`src/rtl/instruction_fetch.sv`:
```
// Instruction fetch stage: issues one instruction-memory read at a time,
// returns the word to decode through a registered valid/ready slot backed
// by a one-entry skid buffer, and drops responses cancelled by a flush.
// Optional feature macro: IFETCH_STALL_COUNT_EN adds a 32-bit stall_count
// output counting cycles spent in WAIT or HOLD.
module instruction_fetch #(
   parameter int unsigned N = 64
) (
   input  logic         clock,
   input  logic         reset,
   input  logic [N-1:0] PC,
   input  logic [N-1:0] PC4,
   input  logic         flush,
   output logic         imem_req,
   output logic [N-1:0] imem_addr,
   input  logic         imem_ready,
   input  logic         imem_rvalid,
   input  logic [31:0]  imem_rdata,
   output logic         pc_advance,
   output logic         ir_valid,
   output logic [31:0]  ir,
   output logic [N-1:0] ir_pc,
   output logic [N-1:0] ir_pc4,
   input  logic         decode_ready
`ifdef IFETCH_STALL_COUNT_EN
   ,
   output logic [31:0]  stall_count
`endif
);

   typedef enum logic [1:0] {StIdle, StReq, StWait, StHold} state_e;

   state_e       state_q, state_d;
   logic [N-1:0] addr_q, addr_d;
   logic [N-1:0] pend_pc_q, pend_pc_d;
   logic [N-1:0] pend_pc4_q, pend_pc4_d;
   logic         discard_q, discard_d;
   logic         ir_valid_q, ir_valid_d;
   logic [31:0]  ir_q, ir_d;
   logic [N-1:0] ir_pc_q, ir_pc_d;
   logic [N-1:0] ir_pc4_q, ir_pc4_d;
   logic [31:0]  skid_data_q, skid_data_d;
   logic [N-1:0] skid_pc_q, skid_pc_d;
   logic [N-1:0] skid_pc4_q, skid_pc4_d;

   // Next-state, request outputs and output-slot/skid management
   always_comb begin
      state_d     = state_q;
      addr_d      = addr_q;
      pend_pc_d   = pend_pc_q;
      pend_pc4_d  = pend_pc4_q;
      discard_d   = discard_q;
      ir_valid_d  = ir_valid_q;
      ir_d        = ir_q;
      ir_pc_d     = ir_pc_q;
      ir_pc4_d    = ir_pc4_q;
      skid_data_d = skid_data_q;
      skid_pc_d   = skid_pc_q;
      skid_pc4_d  = skid_pc4_q;
      imem_req    = 1'b0;
      imem_addr   = addr_q;
      pc_advance  = 1'b0;

      // A consumed instruction leaves the slot unless something reloads it
      if (ir_valid_q && decode_ready) begin
         ir_valid_d = 1'b0;
      end

      case (state_q)
         StIdle: begin
            state_d = StReq;
         end
         StReq: begin
            imem_req  = 1'b1;
            imem_addr = PC;
            addr_d    = PC;
            if (imem_ready) begin
               pend_pc_d  = PC;
               pend_pc4_d = PC4;
               pc_advance = 1'b1;
               state_d    = StWait;
               // The request just accepted belongs to the flushed path
               if (flush) begin
                  discard_d = 1'b1;
               end
            end
         end
         StWait: begin
            if (imem_rvalid) begin
               if (discard_q || flush) begin
                  // Response of a cancelled fetch: drop it
                  discard_d = 1'b0;
                  state_d   = StReq;
               end else if (!ir_valid_q || decode_ready) begin
                  ir_valid_d = 1'b1;
                  ir_d       = imem_rdata;
                  ir_pc_d    = pend_pc_q;
                  ir_pc4_d   = pend_pc4_q;
                  state_d    = StReq;
               end else begin
                  skid_data_d = imem_rdata;
                  skid_pc_d   = pend_pc_q;
                  skid_pc4_d  = pend_pc4_q;
                  state_d     = StHold;
               end
            end else if (flush) begin
               discard_d = 1'b1;
            end
         end
         StHold: begin
            if (decode_ready) begin
               ir_valid_d = 1'b1;
               ir_d       = skid_data_q;
               ir_pc_d    = skid_pc_q;
               ir_pc4_d   = skid_pc4_q;
               state_d    = StReq;
            end
         end
         default: begin
            state_d = StIdle;
         end
      endcase

      // Flush wins over any load into the slot; pc_advance is left alone
      if (flush) begin
         ir_valid_d  = 1'b0;
         skid_data_d = '0;
         skid_pc_d   = '0;
         skid_pc4_d  = '0;
         if (state_q == StHold) begin
            state_d = StReq;
         end
      end
   end

   // State and datapath registers
   always_ff @(posedge clock or negedge reset) begin
      if (!reset) begin
         state_q     <= StIdle;
         addr_q      <= '0;
         pend_pc_q   <= '0;
         pend_pc4_q  <= '0;
         discard_q   <= 1'b0;
         ir_valid_q  <= 1'b0;
         ir_q        <= '0;
         ir_pc_q     <= '0;
         ir_pc4_q    <= '0;
         skid_data_q <= '0;
         skid_pc_q   <= '0;
         skid_pc4_q  <= '0;
      end else begin
         state_q     <= state_d;
         addr_q      <= addr_d;
         pend_pc_q   <= pend_pc_d;
         pend_pc4_q  <= pend_pc4_d;
         discard_q   <= discard_d;
         ir_valid_q  <= ir_valid_d;
         ir_q        <= ir_d;
         ir_pc_q     <= ir_pc_d;
         ir_pc4_q    <= ir_pc4_d;
         skid_data_q <= skid_data_d;
         skid_pc_q   <= skid_pc_d;
         skid_pc4_q  <= skid_pc4_d;
      end
   end

   assign ir_valid = ir_valid_q;
   assign ir       = ir_q;
   assign ir_pc    = ir_pc_q;
   assign ir_pc4   = ir_pc4_q;

`ifdef IFETCH_STALL_COUNT_EN
   logic [31:0] stall_count_q, stall_count_d;

   // Count cycles waiting on memory or on decode; wraps naturally
   always_comb begin
      stall_count_d = stall_count_q;
      if (state_q == StWait || state_q == StHold) begin
         stall_count_d = stall_count_q + 32'd1;
      end
   end

   // Stall counter register
   always_ff @(posedge clock or negedge reset) begin
      if (!reset) begin
         stall_count_q <= '0;
      end else begin
         stall_count_q <= stall_count_d;
      end
   end

   assign stall_count = stall_count_q;
`endif

endmodule

```
`config.mk`:
```
export PLATFORM = sky130hd
export DESIGN_NAME = instruction_fetch
export DESIGN_NICKNAME = d
export VERILOG_FILES = /design/src/rtl/instruction_fetch.sv
export SDC_FILE = /design/constraint.sdc
export NUM_CORES = 1
export LEC_CHECK = 0
export ABC_AREA = 1
export ABC_CLOCK_PERIOD_IN_PS = 1900
export BUFFER_PORTS_ARGS = -buffer_cell sky130_fd_sc_hd__buf_2
export CORE_MARGIN = 2
export CORE_UTILIZATION = 30
export DETAILED_ROUTE_END_ITERATION = 12
export PLACE_DENSITY_LB_ADDON = 0.1
export SYNTH_ARGS = -nofsm -noshare
export SYNTH_HDL_FRONTEND = slang
export SYNTH_SLANG_ARGS = --single-unit
```
`constraint.sdc`:
```
create_clock -name clock -period 1.9 [get_ports clock]
set_input_delay 0.19 -clock clock [delete_from_list [all_inputs] [get_ports clock]]
set_output_delay 0.19 -clock clock [all_outputs]
set_load 0.02 [all_outputs]
```
==> results.py, run 1 <==
metrics = {
    "floorplanning": {
        "start_util": 0.3038,
        "core_area_um2": 73210,
        "die_y_um": 276.3,
        "die_area_um2": 76330,
        "io_pins": 393,
        "rows": 99,
        "die_width_um": 276.3,
    },
    "clock_network": {
        "cts-root-buf": "clkbuf_16",
        "cts.sinks": 516,
        "clock_path_buffers": 3,
        "clk_latency_ns": 0.63,
        "cts_tree": "built",
        "cts_htree_levels": 2,
        "clk_pin_slew_ns": 0.06,
        "cts_buffers": 60,
    },
    "pwr": {
        "seq_power_share": 0.318,
        "power_mw": 52.48,
        "switching_share": 0.4279,
        "combPwrFrac": 0.466,
        "cellPowerDensity_nw_per_um2": 1670,
        "p_clk_frac": 0.217,
        "leakagePower_nw": 17.33,
        "p_sw_mw": 22.46,
        "p_int_mw": 30.02,
        "vdd_drop_max_mv": 0.8879,
    },
    "layout": {
        "fin_area_um2": 31430,
        "fin_util": 0.4293,
        "drive_gt1_frac": 0.2326,
        "fin_nets": 3504,
        "area_delta_synth_final_pct": 41.30,
        "fin_cells": 4343,
    },
    "timing": {
        "hold_viol": 0,
        "period_share": 1.119,
        "fin_setup_tns_ns": -12.58,
        "skew_ns": 0.01687,
        "fin_ws_ns": -0.2262,
        "slew_violations": 0,
        "rsz0062_at_grt": "true",
        "hold_slack_ns": 0.06803,
        "fmax_mhz": 470.3,
        "setup_viol": 66,
        "post-route-min-period_ns": 2.126,
        "worst_pin_slew_ns": 0.6081,
        "relSlewSlack": 0.5946,
    },
    "detailed_routing": {
        "routed_via_density": 4.777,
        "dr.max_layer_used": "met5",
        "drt-total-wl_um": 83020,
        "wl_met3_um": 4332,
        "drt_iter0_markers": 1416,
        "num_vias": 20750,
        "antenna_left": 0,
        "drc_errors": 0,
        "wl_met2_um": 38400,
        "drt-met1-wl_um": 37730,
        "drt-pass1-iter-count": 7,
        "wl_per_cell_um": 19.11,
    },
    "global_routing": {
        "grt_pass1_wl_um": 127800,
        "grt_usage": 0.2118,
        "gr-total-overflow": 0,
        "grt_pass1_vias": 20950,
        "antenna_found_initial": 5,
        "grt_max_degree": 97,
    },
    "logic_synthesis": {
        "syn_area_um2": 22240,
        "yosys_warnings": 0,
        "synth_nets": 2944,
        "yosys.area_share.xor_xnor": 0,
        "synth_seq_area_share": 0.5806,
        "synthAdderAreaFrac": 0,
        "synth_top_family_by_area": "simple AND/OR/NAND/NOR gates",
        "yosysTopAreaCellShare": 0.5806,
        "synthArstFlopShare": 1.000,
        "yosys-top-cells-count": "nand2_1, dfrtp_1, nand3_1, clkbuf_1, buf_2",
        "synth_top_cell_by_area": "dfrtp_1",
        "synth_compound_area_frac": 0.001575,
        "synth_edf_count": 0,
        "synth-simple-area-share": 0.3734,
        "synth_mux_area_frac": 0,
        "synth.avg_cell_area_um2": 8.006,
        "ys_top_cells_by_area": "dfrtp_1, nand2_1, nand3_1, clkbuf_1, buf_2",
        "synth_cell_types": 18,
        "ys_ff_latch": 516,
        "yosysMostFrequentCell": "nand2_1",
        "ys.flop_type": "dfrtp_1",
        "synthCells": 2778,
    },
    "setup_path": {
        "worstPathMaxFanout": 8,
        "crit_arrival_ns": 1.94,
        "path_cells": "nand2_8, clkinv_8, buf_8, clkbuf_16, nand2_1, nand2_2, buf_6",
        "required_ns": 1.71,
        "cp-start-kind": "register",
        "timing.rr.start": "state_q[0]",
        "endpoint_kind": "output port",
        "crit_path_top_delay_cell": "dfrtp_4",
        "crit_path_start": "state_q[0]",
        "critPathKind": "register to output port",
        "critPathMaxStageDelay_ns": 0.52,
    },
    "run_status": {
        "status": "finished with violations",
        "violations": "negative setup slack",
    },
    "placement": {
        "pre_cts_ws_ns": 0.1339,
        "portBuffers": 392,
        "placed_area_um2": 25690,
        "gp_congestion": 0.7860,
        "dp.cells": 4010,
        "place_hpwl_um": 47310,
    },
    "run": {
        "maxCapViolations": 0,
    },
    "hold_path": {
        "min_path_type": "primary input to async pin",
    },
}
worst paths after layout:
kind / endpoint / slack [ns] / cells past startpoint
max: imem_addr[3] / -0.23 / 7
min: skid_pc_q[46] / 0.07 / 2
max reg2reg: addr_q[57] / 0.05 / 11
min reg2reg: ir[13] / 0.46 / 2
max in group asynchronous: ir[17] / 0.99 / 4
min in group clock: pend_pc4_q[25] / 0.30 / 4
per-layer routing:
metal | global-route usage | up-vias
met3 | 0.03853 | 140
met1 | 0.2936 | 10110
met4 | 0.07132 | 8
met5 | 0 | -
met2 | 0.3339 | 601
li1 | - | 9892
worst max-delay path, delay by kind of cell (launching register included):
kind                   cells  cell delay (ns)
DFF                        1             0.52
and+or+nand+nor            3             0.27
buffers and inverters      4             0.53
final cells by class:
cell class | instances | area [um^2]
flip-flops and latches | 516 | 12920
well taps | 959 | 1200
diodes | 1 | 2.502
fillers | 7282 | 41780
inverters | 12 | 72.57
clock buffers | 95 | 1834
multi-input cells | 2052 | 9298
clock inverters | 12 | 85.08
repair buffers | 696 | 6016
repair_timing:
action | CTS | global route
pin swaps | 21 | 41
resized for setup | 287 | 128
gates cloned | 8 | 6
buffers inserted | 31 | 20
setup endpoints to repair | 66 | 142
hold buffers | 164 | 0
hold endpoints to repair | 634 | 0
power by group through the flow:
stage	registers (mW)	clock network, mW	logic [mW]
4_1_cts	16.6	11.7	23.0
3_5_place_dp	16.8	0	19.0
6_report	16.7	11.4	24.4
5_1_grt	17.1	12.2	26.5
2_1_floorplan	17.7	0	10.2
3_3_place_gp	16.7	0	18.9
sequential cells by signal, indices dropped and copies added, names as in the netlist, 2 cells and up:
signal,flops
addr_q,64
ir_pc4,64
ir_pc,64
pend_pc4_q,64
pend_pc_q,64
skid_pc4_q,64
skid_pc_q,64
ir,32
skid_data_q,32
state_q,2
logic make-up after synthesis:
family,Yosys count
buf+inv,210
flops,516
compound gates,7
simple gates,2045
cells in the final DEF, fill, tap and decap left out, types with 2 or more instances in the layout:
cell / synthesis / routed
nand2_1: 1545 / 1398
clkbuf_1: 91 / 16
dfrtp_1: 516 / 514
bufbuf_16: 0 / 2
nand2_8: 0 / 4
nor2_1: 6 / 5
nand2_2: 2 / 50
a21oi_1: 3 / 3
clkbuf_8: 0 / 18
nor2_4: 0 / 2
nand2_4: 0 / 95
buf_2: 67 / 325
nand3_1: 488 / 484
clkinv_2: 0 / 11
inv_1: 9 / 8
buf_6: 10 / 68
buf_8: 0 / 4
nand3_4: 0 / 2
clkbuf_16: 0 / 67
nand3_2: 1 / 3
buf_4: 11 / 74
dfrtp_4: 0 / 2
buf_12: 0 / 41
o21ai_1: 2 / 2
dlygate4sd3_1: 0 / 164
buf_16: 0 / 12
inv_6: 0 / 2
Power figures use the tool's default switching activity.
==> run 2, diff against run 1 <==
- ABC_AREA: 1 -> default
- GPL_TIMING_DRIVEN: default -> 1
==> results.py, run 2 <==
metrics = {
    "run_status": {
        "status": "finished with violations",
        "violations": "negative setup slack",
    },
    "clock_network": {
        "clk_pin_slew_ns": 0.06,
        "clk_latency_ns": 0.62,
        "cts_buffers": 59,
        "cts.sinks": 516,
        "cts_htree_levels": 2,
        "cts-root-buf": "clkbuf_16",
        "cts_tree": "built",
        "clock_path_buffers": 3,
    },
    "floorplanning": {
        "core_area_um2": 74070,
        "die_width_um": 276.9,
        "rows": 100,
        "start_util": 0.3015,
        "io_pins": 393,
        "die_area_um2": 76650,
        "die_y_um": 276.9,
    },
    "hold_path": {
        "min_path_type": "primary input to async pin",
    },
    "logic_synthesis": {
        "ys.flop_type": "dfrtp_1",
        "synth.avg_cell_area_um2": 13.31,
        "yosys_warnings": 0,
        "synth_top_cell_by_area": "dfrtp_1",
        "yosysTopAreaCellShare": 0.5781,
        "ys_ff_latch": 516,
        "yosysMostFrequentCell": "dfrtp_1",
        "synth_nets": 1844,
        "synth_edf_count": 0,
        "syn_area_um2": 22340,
        "yosys-top-cells-count": "dfrtp_1, mux2_2, a21oi_1, o21ai_0, nand3_1",
        "synthArstFlopShare": 1.000,
        "ys_top_cells_by_area": "dfrtp_1, mux2_2, mux2_4, a21oi_1, o21ai_0",
        "yosys.area_share.xor_xnor": 0,
        "synth_seq_area_share": 0.5781,
        "synth_compound_area_frac": 0.07445,
        "synth_mux_area_frac": 0.2749,
        "synth_cell_types": 25,
        "synth_top_family_by_area": "multiplexers",
        "synthAdderAreaFrac": 0,
        "synthCells": 1678,
        "synth-simple-area-share": 0.03977,
    },
    "detailed_routing": {
        "drc_errors": 0,
        "drt_iter0_markers": 774,
        "drt-pass1-iter-count": 5,
        "routed_via_density": 4.845,
        "antenna_left": 0,
        "wl_per_cell_um": 21.87,
        "drt-total-wl_um": 72740,
        "num_vias": 16110,
    },
    "timing": {
        "fmax_mhz": 433.0,
        "post-route-min-period_ns": 2.310,
        "setup_viol": 226,
        "period_share": 1.216,
        "worst_pin_slew_ns": 1.013,
        "skew_ns": 0.02392,
        "slew_violations": 0,
        "relSlewSlack": 0.3248,
        "rsz0062_at_grt": "true",
        "fin_ws_ns": -0.4095,
        "hold_viol": 0,
        "fin_setup_tns_ns": -39.54,
    },
    "setup_path": {
        "crit_path_top_delay_cell": "dfrtp_1",
        "required_ns": 1.71,
        "critPathMaxStageDelay_ns": 0.36,
        "endpoint_kind": "output port",
        "critPathTopFamily": "buffers and inverters",
        "r2r_cells": 7,
        "cp-start-kind": "register",
        "r2r_end": "ir[14]",
        "r2r_setup_slack_ns": -0.19,
        "worstPathMaxFanout": 15,
        "path_buf_inv": 4,
        "critPathKind": "register to output port",
        "crit_arrival_ns": 2.12,
        "path_cells": "buf_6, nor2b_4, buf_12, buf_16, mux2_2, buf_4",
        "timing.rr.start": "state_q[0]",
        "path_depth": 6,
    },
    "pwr": {
        "p_clk_frac": 0.214,
        "leakagePower_nw": 14.40,
        "cellPowerDensity_nw_per_um2": 1653,
        "vdd_drop_max_mv": 0.7137,
        "p_sw_mw": 18.07,
        "p_int_mw": 34.66,
        "power_mw": 52.73,
        "seq_power_share": 0.326,
        "combPwrFrac": 0.460,
        "switching_share": 0.3427,
    },
    "layout": {
        "fin_nets": 2478,
        "final_common_cell": "dfrtp_1",
        "layout_common_cells": "dfrtp_1, buf_2, mux2_2",
        "area_delta_synth_final_pct": 42.79,
        "drive_gt1_frac": 0.5038,
        "n_fill_cell": 6897,
        "fin_util": 0.4306,
        "multi_input_area_um2": 9150,
        "layout.area.seq_um2": 12910,
    },
    "global_routing": {
        "grt_pass1_vias": 17030,
        "gr-total-overflow": 0,
        "grt_pass1_wl_um": 106400,
        "grt_usage": 0.1770,
        "grt_max_degree": 164,
        "antenna_found_initial": 9,
    },
    "placement": {
        "place_hpwl_um": 41610,
        "portBuffers": 392,
        "gp_congestion": 0.7369,
    },
    "run": {
        "maxCapViolations": 0,
    },
}
run 2: cell count changes after synthesis, sizes merged, moves of 2 or more:
cell,change
a21oi,+163
and3b,+2
buf,-49
clkbuf,-2
inv,-10
mux2,+512
nand2,-1546
nand3,-329
nor2,-7
o21ai,+157
run 2: what timing repair did:
action	in CTS	in global routing
hold buffers	166	0
hold endpoints to repair	511	0
cloned	6	30
resized for setup	143	143
buffers inserted	11	19
endpoints found under the setup margin	74	400
pin swaps	3	3
run 2: worst register-to-register path, cell delays in order (launching register included):
cell and delay (ns):
dfrtp_1 0.39, buf_4 0.16, or3b_4 0.41, o211a_4 0.23, buf_12 0.16, clkbuf_16 0.17, buf_16 0.16, mux2_4 0.30
run 2: cell type report:
cell class	count	share of cell area
repair buffers	720	0.2099
diodes	5	0.0003923
clock buffers	88	0.05477
well taps	969	0.03802
inverters	2	0.0002354
multi-input cells	1013	0.2869
flip-flops and latches	516	0.4050
clock inverters	13	0.004865
run 2: kinds of logic after synthesis:
family | Yosys count
flip-flops | 516
multiplexers | 512
AO/OA/AOI/OAI | 330
AND/OR/NAND/NOR | 171
buffers and inverters | 149
run 2: per-layer routing:
metal  routed length, um  GRT usage  up-vias  part of all wire
met4                1369    0.03860       12             0.019
met2               33950     0.2855      367              0.47
met1               33880     0.2452     8325              0.47
met3                3470    0.03687       93             0.048
li1                    -          -     7316                 -
met5                  69          0        -           0.00095
run 2: power by group through the flow:
stage	logic (mW)	clock network, mW	registers [mW]
after floorplan	11.5	0	18.6
after global placement	20.0	0	17.2
after detailed placement	20.1	0	17.3
after CTS	22.5	11.7	17.2
after global routing	25.6	12.1	17.7
final	24.3	11.3	17.2
run 2: per-stage QoR:
step	instances	hold slack [ns]	setup WS, ns	instance area [um^2]
after floorplan	1678	-0.1056	-0.01575	22350
after global placement	2991	0.1159	0.04531	26270
after detailed placement	2991	0.1132	0.008761	26270
after CTS	3275	0.05103	-0.4625	30620
after global routing	3324	0.07797	-0.5067	31890
final	3326	0.06993	-0.4095	31890
run 2: worst max path at each step:
| stage | slack (ns) | startpoint | to |
|---|---|---|---|
| 6_report | -0.41 | state_q[0] | imem_addr[46] |
| 5_1_grt | -0.51 | state_q[0] | imem_addr[23] |
| 4_1_cts | -0.46 | state_q[0] | imem_addr[60] |
| 3_5_place_dp | 0.009 | state_q[0] | skid_pc_q[14] |
| 3_3_place_gp | 0.05 | state_q[0] | ir[16] |
| 2_1_floorplan | -0.02 | state_q[0] | ir_pc[24] |
